### config.mk
export PLATFORM = sky130hd
export DESIGN_NAME = high_score_table
export DESIGN_NICKNAME = d
export VERILOG_FILES = /design/src/rtl/high_score_table.sv
export SDC_FILE = /design/constraint.sdc
export NUM_CORES = 1
export LEC_CHECK = 0
export CORE_AREA = 3 3 208 210
export CTS_BUF_LIST = sky130_fd_sc_hd__clkbuf_4 sky130_fd_sc_hd__clkbuf_8
export CTS_CLUSTER_SIZE = 12
export DETAILED_ROUTE_END_ITERATION = 10
export DIE_AREA = 0 0 211 213
export PLACE_DENSITY = 0.75
export SLEW_MARGIN = 40
export SYNTH_ARGS = -nofsm -noshare
export SYNTH_HDL_FRONTEND = slang
export SYNTH_SLANG_ARGS = --single-unit
### constraint.sdc
create_clock -name clk -period 5.2 [get_ports clk]
set_input_delay 0.52 -clock clk [delete_from_list [all_inputs] [get_ports clk]]
set_output_delay 0.52 -clock clk [all_outputs]
set_load 0.005 [all_outputs]
### src/rtl/high_score_table.sv
// Per-user best BCD score table with global best tracking; commit = read, compare, conditional write.
// Optional HS_LOOKUP_EN adds a read-only lookup request with the same latency as a commit.
module high_score_table #(
  parameter int USER_AW = 6,
  parameter int DIGITS  = 2
) (
  input  logic                 clk,
  input  logic                 rst,
  input  logic [USER_AW-1:0]   user_addr,
  input  logic [4*DIGITS-1:0]  score_bcd,
  input  logic                 commit,
`ifdef HS_LOOKUP_EN
  input  logic                 lookup,
`endif
  output logic                 busy,
  output logic                 done,
  output logic                 new_personal,
  output logic                 global_high_signal,
  output logic [4*DIGITS-1:0]  display_bcd,
  output logic [4*DIGITS-1:0]  global_score_bcd,
  output logic [USER_AW-1:0]   global_holder
);
  localparam int NUM_USERS = 1 << USER_AW;
  localparam int SW = 4 * DIGITS;

  typedef enum logic [2:0] {CLEAR, IDLE, READ, CMP, DONE} state_t;

  state_t             state, nextState;
  logic [SW-1:0]      mem [NUM_USERS];
  logic [USER_AW-1:0] clrCnt;
  logic [USER_AW-1:0] addrQ;
  logic [SW-1:0]      scoreQ;
  logic [SW-1:0]      rdData;
  logic               isLookup;
  logic               doneQ;
  logic               lookupReq;
  logic               accept;
  logic               newBeatsPersonal;
  logic               newBeatsGlobal;
  logic               memWe;
  logic [USER_AW-1:0] memWAddr;
  logic [SW-1:0]      memWData;

`ifdef HS_LOOKUP_EN
  assign lookupReq = lookup;
`else
  assign lookupReq = 1'b0;
`endif

  function automatic logic [SW-1:0] clampBcd(input logic [SW-1:0] v);
    logic [SW-1:0] r;
    r = v;
    for (int i = 0; i < DIGITS; i++) begin
      if (v[4*i +: 4] > 4'd9) r[4*i +: 4] = 4'd9;
    end
    return r;
  endfunction

  // The done pulse is registered, so busy must also cover the cycle it is high.
  assign busy   = (state != IDLE) || doneQ;
  assign done   = doneQ;
  assign accept = (state == IDLE) && !doneQ && (commit || lookupReq);

  // Packed BCD with digits 0..9 orders the same as its decimal value.
  assign newBeatsPersonal = scoreQ > rdData;
  assign newBeatsGlobal   = scoreQ > global_score_bcd;

  always_comb begin
    nextState = state;
    case (state)
      CLEAR:   if (clrCnt == USER_AW'(NUM_USERS - 1)) nextState = IDLE;
      IDLE:    if (accept) nextState = READ;
      READ:    nextState = CMP;
      CMP:     nextState = DONE;
      DONE:    nextState = IDLE;
      default: nextState = CLEAR;
    endcase
  end

  always_comb begin
    memWe    = 1'b0;
    memWAddr = addrQ;
    memWData = scoreQ;
    if (!rst) begin
      if (state == CLEAR) begin
        memWe    = 1'b1;
        memWAddr = clrCnt;
        memWData = '0;
      end else if (state == CMP && !isLookup && newBeatsPersonal) begin
        memWe = 1'b1;
      end
    end
  end

  always_ff @(posedge clk) begin
    if (memWe) mem[memWAddr] <= memWData;
    rdData <= mem[addrQ];
  end

  always_ff @(posedge clk) begin
    if (rst) begin
      state              <= CLEAR;
      clrCnt             <= '0;
      addrQ              <= '0;
      scoreQ             <= '0;
      isLookup           <= 1'b0;
      doneQ              <= 1'b0;
      new_personal       <= 1'b0;
      global_high_signal <= 1'b0;
      display_bcd        <= '0;
      global_score_bcd   <= '0;
      global_holder      <= '0;
    end else begin
      state <= nextState;
      doneQ <= (state == DONE);
      if (state == CLEAR) clrCnt <= clrCnt + 1'b1;
      if (accept) begin
        addrQ    <= user_addr;
        scoreQ   <= clampBcd(score_bcd);
        isLookup <= !commit;
      end
      if (state == CMP) begin
        if (isLookup) begin
          new_personal       <= 1'b0;
          display_bcd        <= rdData;
          global_high_signal <= (addrQ == global_holder) && (global_score_bcd != '0);
        end else begin
          new_personal <= newBeatsPersonal;
          display_bcd  <= newBeatsPersonal ? scoreQ : rdData;
          global_high_signal <= newBeatsGlobal;
          if (newBeatsGlobal) begin
            global_score_bcd <= scoreQ;
            global_holder    <= addrQ;
          end
        end
      end
    end
  end
endmodule

==> metrics.cfg, run 1 <==
[clock_network]
cts_tree=yes
clkTransAtPathRegs_ns=0.06
cts_resized=0
htree_num_levels=3
cts_setup_buffers=0
cts_hold_buf=0
clkSinkCount=569
clock_latency_ns=0.65
cts_made_buffers=88
root_buffer=clkbuf_8
cts_buffer_depth=3

[sta]
skew_ns=0.0360
hold_viol_final=0
rsz0062_at_grt=no
setup_viol=0
final.min_clock_period_ns=3.42
slew_headroom=0.441
fin_tns_setup_ns=0
report.final.slew_viol_count=0
max_freq_mhz=293
finalCritPeriodShare=0.657
worstMarginPinSlew_ns=0.830

[final_layout]
area_growth_pct=11.9
fin_cells=1970
final_cell_mix=512 x edfxtp_1, 120 x mux4_2, 114 x nor2_1
final_common_cell=edfxtp_1
nNetsFinal=1393
diodes=0
layout-drive-gt1-share=0.229
n_fill_cell=2848

[grt]
grt_max_degree=65
grt_usage=0.241
first_global_vias=12674
grt_pass1_wl_um=79500
overflow=0
antenna_found_initial=0

[worst_hold_path]
min-delay-start=rst
min_path_type=input port to flop
min_delay_path_depth=2
hold_end=clrCnt[1]

[synthesis]
syn_area_um2=22800
synthTopCellsByArea=edfxtp_1 67%, mux4_2 12%, dfxtp_1 5.0%
synth_seq_cells=569
yosysSeqAreaShare=0.724
synth_fa_ha_area_frac=0.00932
synth_top_family_by_area=multiplexers
ys.flop_type=edfxtp_1
syn-num-nets=1314
async_flop_share=0
synth_cell_types=58
yosys.area_share.simple=0.0600
yosysWarningCount=0
synth_xor_area_frac=0.00384
synth.top_cell.area_share=0.674
syn_area_per_cell_um2=17.8
synth-edff-count=512
synth_compound_area_frac=0.0516
synth_area_leader_cell=edfxtp_1
muxShareOfSynthArea=0.127
syn_inst=1280

[setup_path]
arrival_ns=3.68
crit_fanout=19
cp_slowest_cell=nor3b_4
crit_start=state[0]
cp_slowest_stage_delay_ns=0.59
r2r-end=mem[17][0]
r2r_start=state[0]
cp-end-kind=flop
worstSetupStartpointType=flop
rrSetupSlack_ns=1.78
required_ns=5.46
worstPathCellList=inv_2, nor3b_4, nand2b_2, a2111oi_2, o21ai_2, buf_4, nor2_1
r2r_cells=7
crit_type=flop to flop

[power_and_ir_drop]
power_density_nw_per_um2=339
p_leak_uw=0.00898
peakVddDrop_mv=0.167

[drt]
vias=12517
wl_um=53100
ant_nets=0
initialDrtViolationCount=1649
drcViolationCount=0
viasPerCell=6.35
wl_per_cell_um=26.9
dr.pass1.iters=5

[floorplan]
die_h_um=213
dieWidth_um=211
io_pins=43
start_util=0.546
core.rowCount=75
die-area_um2=44900
core_area_um2=41800

[placed_design]
gp_congestion=0.889
dpl.hpwl_um=31700
port_buffers=42
dp.cells=1802

[job]
cap_viol_max_count=0

[outcome]
status=complete, no violations

## final cells by class
| class | instances | area [um2] | share of cell area |
|---|---|---|---|
| Timing Repair Buffer | 66 | 736 | 0.0288 |
| Clock inverter | 40 | 224 | 0.00877 |
| Clock buffer | 122 | 1500 | 0.0589 |
| Tap cell | 539 | 674 | 0.0264 |
| Sequential cell | 569 | 16500 | 0.647 |
| Inverter | 20 | 75.1 | 0.00294 |
| Multi-Input combinational cell | 614 | 5800 | 0.227 |
## report_power, final
group,switching [uW],internal [uW]
clock network,1700,1930
logic,54.8,33.3
registers,8.70,4920
total,1760,6890
## critical path: cells and delay by family (launching register included)
family | cells | cell delay [ns]
AOI/OAI and AO/OA | 2 | 0.77
buffers and inverters | 2 | 0.37
and+or+nand+nor | 3 | 1.35
DFF | 1 | 0.53
## synth_stat cells, drive strengths merged, types with 20 or more instances
cell,count
a21oi,33
inv,20
dfxtp,57
buf,43
nor2,119
mux4,122
edfxtp,512
nand2,56
a211oi,23
clkbuf,34
o21ai,24
## state kept, by name (all words and copies together) (netlist names)
register            flops
addrQ                   6
clrCnt                  6
display_bcd             8
done                    1
global_high_signal      1
global_holder           6
global_score_bcd        8
isLookup                1
mem                   512
new_personal            1
rdData                  8
scoreQ                  8
state                   3
## how the worst max path moves through the flow
| stage | cells after the start | slack [ns] | end |
|---|---|---|---|
| 2_1_floorplan | 3 | 2.45 | mem[0][0] |
| 3_3_place_gp | 6 | 1.53 | mem[48][6] |
| 3_5_place_dp | 5 | 1.66 | mem[39][4] |
| 4_1_cts | 7 | 1.80 | mem[17][7] |
| 5_1_grt | 7 | 1.53 | mem[16][4] |
| 6_report | 7 | 1.78 | mem[17][0] |
## stage by stage
stage / setup slack (ns) / total power [uW] / utilization / instance area [um2] / hold slack [ns]
3_3_place_gp: 1.53 / 5110 / 0.565 / 23600 / 0.488
5_1_grt: 1.53 / 8930 / 0.611 / 25500 / 0.362
6_report: 1.78 / 8650 / 0.611 / 25500 / 0.339
2_1_floorplan: 2.45 / 5070 / - / 22800 / 0.479
3_5_place_dp: 1.66 / 5110 / 0.567 / 23700 / 0.497
4_1_cts: 1.80 / 8700 / 0.608 / 25400 / 0.409
## logic make-up (layout without fill, tap and decap cells)
logic type,Yosys count,in the layout
adder cells (fa/ha/maj),17,17
flip-flops,569,569
buffers and inverters,97,248
AO/OA/AOI/OAI,163,163
AND/OR/NAND/NOR,287,287
XOR/XNOR,10,10
multiplexers,137,137
## layer usage
layer  routed length [um]  vias to the layer above  global-route usage
met5                    0                        -                   0
met4                 1550                        0              0.0912
met3                 5500                      109              0.0545
met2                25000                      751               0.375
met1                21000                     6352               0.339
li1                     -                     5305                   -
Power figures use the tool's default switching activity.
==> run 2, diff against run 1 <==
- clock period: 5.2 -> 3.45 ns (I/O delays scaled with it)
==> run 2 against run 1 <==
  * Clock skew down 0.012 ns
  * Core utilization up 1.4 points
  * Fmax up 13%
  * Critical path type unchanged
==> metrics.cfg, run 2 (same netlist as run 1, synthesis figures left out) <==
[sta]
worstMarginPinSlew_ns=0.835  ; was 0.830 ns
final.min_clock_period_ns=3.02  ; was 3.42 ns
report.final.slew_viol_count=0  ; unchanged
finalCritPeriodShare=0.875  ; was 0.657
hold_viol_final=0  ; unchanged
max_freq_mhz=331  ; was 293 MHz
hold_slack_ns=0.259  ; was 0.339 ns
setup_viol=0  ; unchanged
fin_tns_setup_ns=0  ; unchanged
rsz0062_at_grt=no  ; unchanged
skew_ns=0.0239  ; was 0.0360 ns
slew_headroom=0.438  ; was 0.441
finalWorstSetupSlack_ns=0.432  ; was 1.78 ns

[drt]
initialDrtViolationCount=1511  ; was 1649
wl_per_cell_um=26.0  ; was 26.9 um
wl_um=53000  ; was 53100 um
viasPerCell=6.21  ; was 6.35
ant_nets=0  ; unchanged
drcViolationCount=0  ; unchanged
vias=12690  ; was 12517
dr.pass1.iters=8  ; was 5

[setup_path]
arrival_ns=3.27  ; was 3.68 ns
cp-end-kind=flop  ; unchanged
worstSetupStartpointType=flop  ; unchanged
crit_fanout=16  ; was 19
path_buf_inv=2  ; unchanged
required_ns=3.70  ; was 5.46 ns
cp_slowest_cell=nor2_1  ; was nor3b_4
path_delay_family=compound AO/OA/AOI/OAI gates  ; was simple AND/OR/NAND/NOR gates
worstPathCellList=inv_1, ha_1, nand4_1, a21o_1, a2111oi_2, o21ai_2, buf_4, nor2_1  ; was inv_2, nor3b_4, nand2b_2, a2111oi_2, o21ai_2, buf_4, nor2_1
cp_slowest_stage_delay_ns=0.62  ; was 0.59 ns
crit_type=flop to flop  ; unchanged

[floorplan]
start_util=0.546  ; unchanged
dieWidth_um=211  ; unchanged
io_pins=43  ; unchanged
core.rowCount=75  ; unchanged
die-area_um2=44900  ; unchanged
die_h_um=213  ; unchanged
core_area_um2=41800  ; unchanged

[grt]
grt_max_degree=65  ; unchanged
met3_usage=0.0522  ; was 0.0545
first_global_vias=12945  ; was 12674
antenna_found_initial=1  ; was 0
overflow=0  ; unchanged
use_met2=0.385  ; was 0.375
use_met1=0.340  ; was 0.339
grt_usage=0.242  ; was 0.241
top_usage_layer=met2  ; unchanged
grt_pass1_wl_um=80600  ; was 79500 um

[final_layout]
regMostFlops=mem  ; unchanged
layout-drive-gt1-share=0.273  ; was 0.229
final_cell_mix=512 x edfxtp_1, 120 x mux4_2, 116 x nor2_1  ; was 512 x edfxtp_1, 120 x mux4_2, 114 x nor2_1
n_fill_cell=2851  ; was 2848
ff_latch_area_um2=16500  ; about the same
largest_reg_flops=512  ; unchanged
area_growth_pct=14.4  ; was 11.9%
diodes=0  ; unchanged
multiInputGateArea_um2=5780  ; was 5800 um2
final_common_cell=edfxtp_1  ; unchanged
nNetsFinal=1474  ; was 1393

[clock_network]
cts_hold_buf=1  ; was 0
htree_num_levels=3  ; unchanged
root_buffer=clkbuf_8  ; unchanged
clock_latency_ns=0.64  ; was 0.65 ns
clkSinkCount=569  ; unchanged
cts_buffer_depth=3  ; unchanged
cts_tree=yes  ; unchanged
cts_setup_buffers=0  ; unchanged
cts_resized=0  ; unchanged
clkTransAtPathRegs_ns=0.06  ; about the same
cts_made_buffers=87  ; was 88

[power_and_ir_drop]
power_density_nw_per_um2=499  ; was 339 nW/um2
p_leak_uw=0.00941  ; was 0.00898 uW
peakVddDrop_mv=0.252  ; was 0.167 mV

[job]
cap_viol_max_count=0  ; unchanged

[outcome]
status=complete, no violations  ; unchanged

[placed_design]
port_buffers=42  ; unchanged
dpl.hpwl_um=32500  ; was 31700 um
gp_congestion=0.856  ; was 0.889
place_ws_ns=0.476  ; was 1.66 ns

[worst_hold_path]
min_path_type=input port to flop  ; unchanged

==> run 2: metal layers <==
metal	up-vias	routed length, um
li1	5446	-
met1	6501	21200
met2	644	25500
met3	99	4790
met4	0	1550
met5	-	0
==> run 2: area by class of cell <==
type                            count  share of cell area
Inverter                           20             0.00288
Multi-Input combinational cell    614               0.222
Timing Repair Buffer              148              0.0513
Clock buffer                      125              0.0582
Clock inverter                     28             0.00728
Sequential cell                   569               0.633
Tap cell                          539              0.0258
==> run 2: report_power, final <==
group	switching, uW	internal (uW)
clock	2490	2980
combinational	82.0	58.5
sequential	16.0	7420
==> run 2: path summary, 6_finish.rpt <==
kind / from / endpoint / slack (ns) / cells after the start
worst max-delay path: rdData[5] / mem[15][4] / 0.43 / 8
worst max register to register: rdData[5] / mem[15][4] / 0.43 / 8
worst min-delay path: user_addr[1] / addrQ[1] / 0.26 / 3
worst min register to register: display_bcd[1] / display_bcd[1] / 0.50 / 2
==> run 2: per-stage QoR <==
stage,instance area (um2),power (uW),util,std cells
after floorplan,22800,7640,-,1280
after global placement,24300,7710,0.582,1884
after detailed placement,24300,7710,0.582,1885
after CTS,26000,13100,0.623,2039
after global routing,26100,13500,0.625,2043
final,26100,13000,0.625,2043
==> run 2: worst reg2reg max path, cell delays in order, from the launching register on <==
cell and delay, ns:
dfxtp_1 0.47, inv_1 0.07, ha_1 0.30, nand4_1 0.13
a21o_1 0.22, a2111oi_2 0.45, o21ai_2 0.11, buf_4 0.25
nor2_1 0.63
==> run 3, diff against run 2 <==
- CELL_PAD_IN_SITES_DETAIL_PLACEMENT: default -> 0
- CELL_PAD_IN_SITES_GLOBAL_PLACEMENT: default -> 1
- PLACE_DENSITY: 0.75 -> 0.84
- SETUP_SLACK_MARGIN: default -> 0.5
- TNS_END_PERCENT: default -> 1
==> run 3 against run 2 <==
  * Register-to-register slack gained 0.05 ns
  * Design area grew 0.52%
  * Wire length shrank 0.46%
  * Clock skew shrank 0.0040 ns
  * Non-clock buffer count grew 8
  * Total power grew 2.0%
  * Combinational power is essentially flat
  * Worst hold slack lost 0.17 ns
  * Critical endpoint is now mem[31][1]
==> metrics.cfg, run 3 (same netlist as run 1, synthesis figures left out) <==
[outcome]
status=complete, no violations  ; unchanged

[floorplan]
core.rowCount=75  ; unchanged
die_h_um=213  ; unchanged
io_pins=43  ; unchanged
start_util=0.546  ; unchanged
die-area_um2=44900  ; unchanged
core_area_um2=41800  ; unchanged
dieWidth_um=211  ; unchanged

[placed_design]
post_dp_cell_area_um2=24400  ; was 24300 um2
gp_congestion=0.877  ; was 0.856
port_buffers=42  ; unchanged
dpl.hpwl_um=32900  ; was 32500 um
place_ws_ns=0.512  ; was 0.476 ns

[final_layout]
postLayoutCellArea_um2=26200  ; was 26100 um2
final_common_cell=edfxtp_1  ; unchanged
n_fill_cell=2860  ; was 2851
final_cell_mix=512 x edfxtp_1, 120 x mux4_2, 116 x nor2_1  ; unchanged
layout-drive-gt1-share=0.274  ; was 0.273
regMostFlops=mem  ; unchanged
diodes=0  ; unchanged
area_growth_pct=15.0  ; was 14.4%
largest_reg_flops=512  ; unchanged
nNetsFinal=1483  ; was 1474
utilization=0.628  ; was 0.625

[grt]
grt_usage=0.242  ; about the same
grt_max_degree=65  ; unchanged
overflow=0  ; unchanged
first_global_vias=13027  ; was 12945
grt_pass1_wl_um=80300  ; was 80600 um
antenna_found_initial=0  ; was 1

[sta]
finalWorstSetupSlack_ns=0.481  ; was 0.432 ns
slew_headroom=0.437  ; was 0.438
final.min_clock_period_ns=2.97  ; was 3.02 ns
rsz0062_at_grt=yes  ; was no
worstMarginPinSlew_ns=0.844  ; was 0.835 ns
hold_viol_final=0  ; unchanged
report.final.slew_viol_count=0  ; unchanged
finalCritPeriodShare=0.861  ; was 0.875
max_freq_mhz=337  ; was 331 MHz
skew_ns=0.0199  ; was 0.0239 ns
fin_tns_setup_ns=0  ; unchanged
setup_viol=0  ; unchanged

[power_and_ir_drop]
power_density_nw_per_um2=507  ; was 499 nW/um2
pwr-share-clk=0.431  ; was 0.419
intPower_uw=10700  ; was 10500 uW
fin_total_pwr_uw=13300  ; was 13000 uW
pwr-share-comb=0.010  ; was 0.011
p_sw_uw=2600  ; was 2580 uW
p_leak_uw=0.00948  ; was 0.00941 uW
switching_share=0.196  ; was 0.198
peakVddDrop_mv=0.249  ; was 0.252 mV
pwr-share-seq=0.559  ; was 0.570

[clock_network]
cts_tree=yes  ; unchanged
clkTransAtPathRegs_ns=0.06  ; about the same
clock_latency_ns=0.64  ; about the same
htree_num_levels=3  ; unchanged
cts_buffer_depth=3  ; unchanged
cts_setup_buffers=0  ; unchanged
clkSinkCount=569  ; unchanged
cts_made_buffers=88  ; was 87
root_buffer=clkbuf_8  ; unchanged
cts_hold_buf=0  ; was 1

[setup_path]
r2r_cells=10  ; was 8
rrSetupSlack_ns=0.48  ; was 0.43 ns
required_ns=3.84  ; was 3.70 ns
r2r-end=mem[31][1]  ; was mem[15][4]
cp-end-kind=flop  ; unchanged
r2r_start=rdData[5]  ; unchanged
worstSetupStartpointType=flop  ; unchanged
crit_type=flop to flop  ; unchanged
crit_fanout=9  ; was 16
arrival_ns=3.36  ; was 3.27 ns

[drt]
viasPerCell=6.17  ; was 6.21
ant_nets=0  ; unchanged
vias=12717  ; was 12690
initialDrtViolationCount=1462  ; was 1511
drcViolationCount=0  ; unchanged
wl_um=52800  ; was 53000 um
wl_per_cell_um=25.6  ; was 26.0 um
dr.pass1.iters=5  ; was 8

[job]
cap_viol_max_count=0  ; unchanged

[worst_hold_path]
hold_end=addrQ[0]  ; was addrQ[1]
min-delay-start=rst  ; was user_addr[1]
min_delay_path_depth=3  ; unchanged
min_path_type=input port to flop  ; unchanged

## run 3: cell count changes in the layout (fill, tap and decap cells not counted), moves of 4 or more
| cell | change |
|---|---|
| buf_4 | +11 |
| clkbuf_8 | +4 |
| and2_2 | +5 |
| and2_4 | -5 |
| clkinv_1 | +11 |
| clkinv_2 | -6 |
## run 3: what timing repair did
item	in CTS	in global routing
setup endpoints to repair	5	167
gates resized for setup	0	0
cloned	0	0
hold endpoints to repair	0	0
## run 3: critical path: stages (launching register included)
cell and delay (ns):
dfxtp_1 0.33, inv_1 0.05, ha_1 0.29, a21oi_1 0.14, nor2_1 0.05, a211oi_1 0.47
a2111oi_2 0.19, o21ai_2 0.59, buf_4 0.34, nor2_1 0.10, buf_4 0.18
## run 3: worst max path at each step
stage,from,end,slack (ns),cells after the start
global placement,addrQ[0],rdData[2],0.50,6
global route,rdData[5],mem[31][4],0.33,10
CTS,rdData[5],mem[31][4],0.49,10
finish,rdData[5],mem[31][1],0.48,10
floorplan,state[1],mem[0][0],0.70,4
detailed placement,rdData[1],mem[28][6],0.51,9
## run 3: metrics by stage
step | hold WS (ns) | std cells
after floorplan | 0.479 | 1280
after global placement | 0.484 | 1897
after detailed placement | 0.492 | 1897
after CTS | 0.0534 | 2059
after global routing | 0.114 | 2060
final | 0.0903 | 2060
## run 3: metal layers
metal / track usage / share of wire
met5: 0 / 0
met3: 0.0511 / 0.085
met1: 0.330 / 0.40
met4: 0.0958 / 0.032
met2: 0.388 / 0.48
## run 3: power groups by stage
stage	combinational [uW]	clock, uW	sequential (uW)
detailed placement	136	0	7570
finish	139	5730	7430
global placement	135	0	7570
global route	148	6170	7420
floorplan	74.8	0	7570
CTS	137	5830	7430
## run 3: final cells by class
class	instances	area (um2)	area share
inverter	20	75.1	0.00286
clock inverter	33	245	0.00934
tap	539	674	0.0257
timing repair buffer	156	1370	0.0523
clock buffer	129	1580	0.0600
multi-input combinational	614	5780	0.220
sequential	569	16500	0.630
